`src/rtl/uart_tx_axis.sv`:
```
// rtl/uart_tx_axis.sv - AXI-Stream byte in, UART start/data/stop frame out on txd
// Define UART_TX_PARITY_EN to insert an even-parity bit between the data bits and the stop bit.
module uart_tx_axis #(
  parameter int DATA_WIDTH = 8
) (
  input  logic                  clk,
  input  logic                  rst,
  input  logic [DATA_WIDTH-1:0] s_axis_tdata,
  input  logic                  s_axis_tvalid,
  output logic                  s_axis_tready,
  output logic                  txd,
  output logic                  busy,
  input  logic [15:0]           prescale
);
  localparam int BW = (DATA_WIDTH > 8) ? 4 : 3;
  localparam logic [BW-1:0] LAST_BIT = BW'(DATA_WIDTH - 1);

`ifdef UART_TX_PARITY_EN
  typedef enum logic [2:0] {IDLE, START, DATA, PARITY, STOP} state_t;
  logic parity_bit;
`else
  typedef enum logic [1:0] {IDLE, START, DATA, STOP} state_t;
`endif

  state_t                state;
  logic [DATA_WIDTH-1:0] shreg;
  logic [BW-1:0]         bit_idx;
  logic [15:0]           period;
  logic [15:0]           timer;
  logic                  bit_done;

  assign bit_done = (timer == 16'd0);

  always_ff @(posedge clk) begin
    if (rst) begin
      state         <= IDLE;
      txd           <= 1'b1;
      s_axis_tready <= 1'b0;
      busy          <= 1'b0;
      shreg         <= '0;
      bit_idx       <= '0;
      period        <= 16'd1;
      timer         <= 16'd0;
`ifdef UART_TX_PARITY_EN
      parity_bit    <= 1'b0;
`endif
    end else begin
      case (state)
        IDLE: begin
          txd           <= 1'b1;
          busy          <= 1'b0;
          s_axis_tready <= 1'b1;
          if (s_axis_tvalid && s_axis_tready) begin
            // The handshake edge already drives the start bit, so the timer holds P-1 more cycles.
            shreg         <= s_axis_tdata;
            bit_idx       <= '0;
            period        <= (prescale == 16'd0) ? 16'd1 : prescale;
            timer         <= (prescale == 16'd0) ? 16'd0 : prescale - 16'd1;
            s_axis_tready <= 1'b0;
            busy          <= 1'b1;
            txd           <= 1'b0;
            state         <= START;
`ifdef UART_TX_PARITY_EN
            parity_bit    <= ^s_axis_tdata;
`endif
          end
        end
        START: begin
          if (bit_done) begin
            timer <= period - 16'd1;
            txd   <= shreg[0];
            shreg <= shreg >> 1;
            state <= DATA;
          end else begin
            timer <= timer - 16'd1;
          end
        end
        DATA: begin
          if (bit_done) begin
            timer <= period - 16'd1;
            if (bit_idx == LAST_BIT) begin
`ifdef UART_TX_PARITY_EN
              txd   <= parity_bit;
              state <= PARITY;
`else
              txd   <= 1'b1;
              state <= STOP;
`endif
            end else begin
              bit_idx <= bit_idx + 1'b1;
              txd     <= shreg[0];
              shreg   <= shreg >> 1;
            end
          end else begin
            timer <= timer - 16'd1;
          end
        end
`ifdef UART_TX_PARITY_EN
        PARITY: begin
          if (bit_done) begin
            timer <= period - 16'd1;
            txd   <= 1'b1;
            state <= STOP;
          end else begin
            timer <= timer - 16'd1;
          end
        end
`endif
        STOP: begin
          if (bit_done) begin
            state         <= IDLE;
            s_axis_tready <= 1'b1;
            busy          <= 1'b0;
          end else begin
            timer <= timer - 16'd1;
          end
        end
        default: state <= IDLE;
      endcase
    end
  end
endmodule

```
`config.mk`:
```
export PLATFORM = sky130hd
export DESIGN_NAME = uart_tx_axis
export DESIGN_NICKNAME = d
export VERILOG_FILES = /design/src/rtl/uart_tx_axis.sv
export SDC_FILE = /design/constraint.sdc
export NUM_CORES = 1
export LEC_CHECK = 0
export BUFFER_PORTS_ARGS = -buffer_cell sky130_fd_sc_hd__buf_2
export CAP_MARGIN = 20
export CORE_MARGIN = 3
export CORE_UTILIZATION = 30
export CTS_CLUSTER_DIAMETER = 120
export DETAILED_ROUTE_END_ITERATION = 10
export RECOVER_POWER = 25
export SYNTH_ARGS = -nofsm -noshare
export SYNTH_HDL_FRONTEND = slang
export SYNTH_SLANG_ARGS = --single-unit
```
`constraint.sdc`:
```
create_clock -name clk -period 4.5 [get_ports clk]
set_input_delay 0.675 -clock clk [delete_from_list [all_inputs] [get_ports clk]]
set_output_delay 0.675 -clock clk [all_outputs]
set_load 0.02 [all_outputs]
```
==> impl_results.md <==
* Status: completed
* GRT Residual Overflow at 0
* Cell chain of the critical path: inv_1 -> ha_1 -> nor4b_1 -> nand4_4 -> o21ai_0 -> nand3_4 -> or3b_1 -> a21oi_1
* Seq cells post-synth at 48
* Number of enable flip-flop cells after synthesis at 0
* Commonest non-fill, non-tap cells in the layout: nand2_1 (50), nor2_1 (49), dfxtp_1 (48), a21oi_1 (31), buf_2 (26)
* Maximum clock insertion buffer count at 2
* Crit path from: timer[0]
* Gp weighted congestion at 0.923
* Worst R2R Start: timer[0]
* Fmax at 304 MHz
* Layout cells sized above 1 at 0.136
* Kind of critical path: reg2reg
* Synth warn at 0
* Critical Path End Type: flop
* CP Max Fanout at 14
* Ys async rst share at 0
* Clock root buffer: clkbuf_8
* Unrepaired setup endpoints after global routing: false
* Drt pass-1 iters at 4
* CTS clock-pin slew for the worst setup and hold paths at 0.09 ns
* Ant diodes at 0
* Final setup fails at 0
* H-tree Lvls at 2
* Final Cell Area at 3560 sq um
* Starting Density at 0.312
* Hold path start: shreg[7]
* # Post-CTS Setup Buffers at 0
* Peak VDD IR at 0.000212 V
* Later-pin clock latency in the skew report at 0.30 ns
* Post-CTS Resized at 0
* Filler cell count in the final layout at 1,167
* Antenna-violating nets left at 0
* CTS buffer count at 5
* Hold crit path type: reg2reg
* Area after DPL at 3480 sq um
* Most common cell after layout, fill and taps aside: nand2_1
* Seq/Total Area, Yosys at 0.294
* Chip Height at 110 microns
* Area grow syn2layout at 8.99%
* DRC Markers at 0
* Vias post-DR at 2,968
* Largest net degree at the start of global routing at 51
* Cell variety after synth at 65
* Arrival @ worst endpoint at 3.52 ns
* Post-Route Setup TNS at 0 ns
* Buf/Inv on CP at 1
* Final hold violation count at 0
* MaxCap Viol Count at 0
* Clock Sinks at 48
* Layout Utilization at 0.341
* CP top delay family: simple AND/OR/NAND/NOR gates
* Crit-path slowest cell: nor4b_1
* Final wirelength at 8250 microns
* Tot GR Track Use at 0.141
* Post-CTS Hold Fix Bufs at 0
* Ports at 30
* WL/cell at 14.7 microns
* Max-slew headroom at 0.252
* Syn Std Cell Area at 3270 sq um
* Final cycle utilization of the critical path at 0.731
* Main synth FF type: dfxtp_1
* Die area at 12,200 sq um
* Dpl hpwl at 6060 microns
* Multi-input logic area at 2140 sq um
* DR iter-0 viols at 240
* Drt via density at 5.27
* Slowest Stage Delay on Critical Path at 0.91 ns
* Vias in the first global route at 2,704
* WP data required at 4.73 ns
* Row count at 37
* Total power at 2.27 mW
* CP Launch Type: flop
* Leak at 1.27 nW
* Die Wd at 110 microns
* IO Port Bufs at 29
* Clk_skew at 0.00456 ns
* Max Slew Vio Count at 0
* First-pass GRT wire length at 13,600 microns
* Tmin final at 3.29 ns
* Avg Cell Area, Syn at 7.94 sq um
* Initial antenna violation count at 0
* Final hold slack at 0.465 ns
* Core area at 10,500 sq um
* Cells after synthesis at 412
* PD cells at 637 nW/um^2
* TritonCTS clock tree: done
* Net Count, Synth at 448
* Worst Tran Pin Value at 1.11 ns
* Seq. cell area at 961 sq um
* Nets@finish at 462
==> layer usage <==
| metal | share of wire | track usage |
|---|---|---|
| met1 | 0.50 | 0.204 |
| met2 | 0.45 | 0.219 |
| met3 | 0.033 | 0.0210 |
| met4 | 0.014 | 0.0352 |
| met5 | 0 | 0 |
==> stage by stage <==
step           std cells  worst slack (ns)
6_report             563              1.21
3_3_place_gp         555              1.85
4_1_cts              563              1.96
2_1_floorplan        412              2.14
5_1_grt              563             0.917
3_5_place_dp         555              1.82
==> cell usage after synthesis (11+ instances only) <==
| cell | instances | area (sq um) |
|---|---|---|
| nor2_1 | 49 | 184 |
| xor2_1 | 11 | 96.3 |
| a21oi_1 | 31 | 155 |
| dfxtp_1 | 48 | 961 |
| nand2_1 | 50 | 188 |
| xnor2_1 | 20 | 175 |
| clkbuf_1 | 16 | 60.1 |
| a211oi_1 | 11 | 82.6 |
| o21ai_0 | 17 | 85.1 |
| nor3_1 | 18 | 90.1 |
==> registers in the layout (all words and copies together), names as in the netlist <==
signal / cells
txd: 1
s_axis_tready: 1
timer: 16
state: 2
busy: 1
bit_idx: 3
shreg: 8
period: 16
==> layout make-up <==
cell class              instances  area share
flip-flops and latches         48       0.270
multi-input cells             331       0.600
well taps                     136      0.0478
clock inverters                 2     0.00983
clock buffers                   6      0.0204
inverters                      10      0.0105
repair buffers                 30      0.0418
==> logic make-up (layout without fill, tap and decap cells) <==
family / Yosys count / after routing / share of synthesized area
compound gates: 94 / 94 / 0.186
fa+ha+maj: 9 / 9 / 0.0344
buf+inv: 33 / 48 / 0.0463
simple gates: 179 / 179 / 0.299
flops: 48 / 48 / 0.294
xor+xnor: 31 / 31 / 0.0830
mux: 18 / 18 / 0.0582
==> report_power, final <==
group / leakage, nW / internal (mW) / switching, mW
logic: 0.819 / 0.495 / 0.751
clock network: 0.0552 / 0.165 / 0.151
registers: 0.393 / 0.558 / 0.150
total: 1.27 / 1.22 / 1.05
==> worst min-delay path, stage by stage, from the launching register on <==
cell,delay (ns)
dfxtp_1,0.32
nand2_1,0.05
a21oi_1,0.06
==> worst paths after layout <==
kind | endpoint | slack, ns | cells past startpoint
worst min-delay path | shreg[7] | 0.46 | 2
worst max register to register | shreg[7] | 1.21 | 8
worst max-delay path | shreg[7] | 1.21 | 8
worst min register to register | shreg[7] | 0.46 | 2
(Power assumes the default switching activity.)
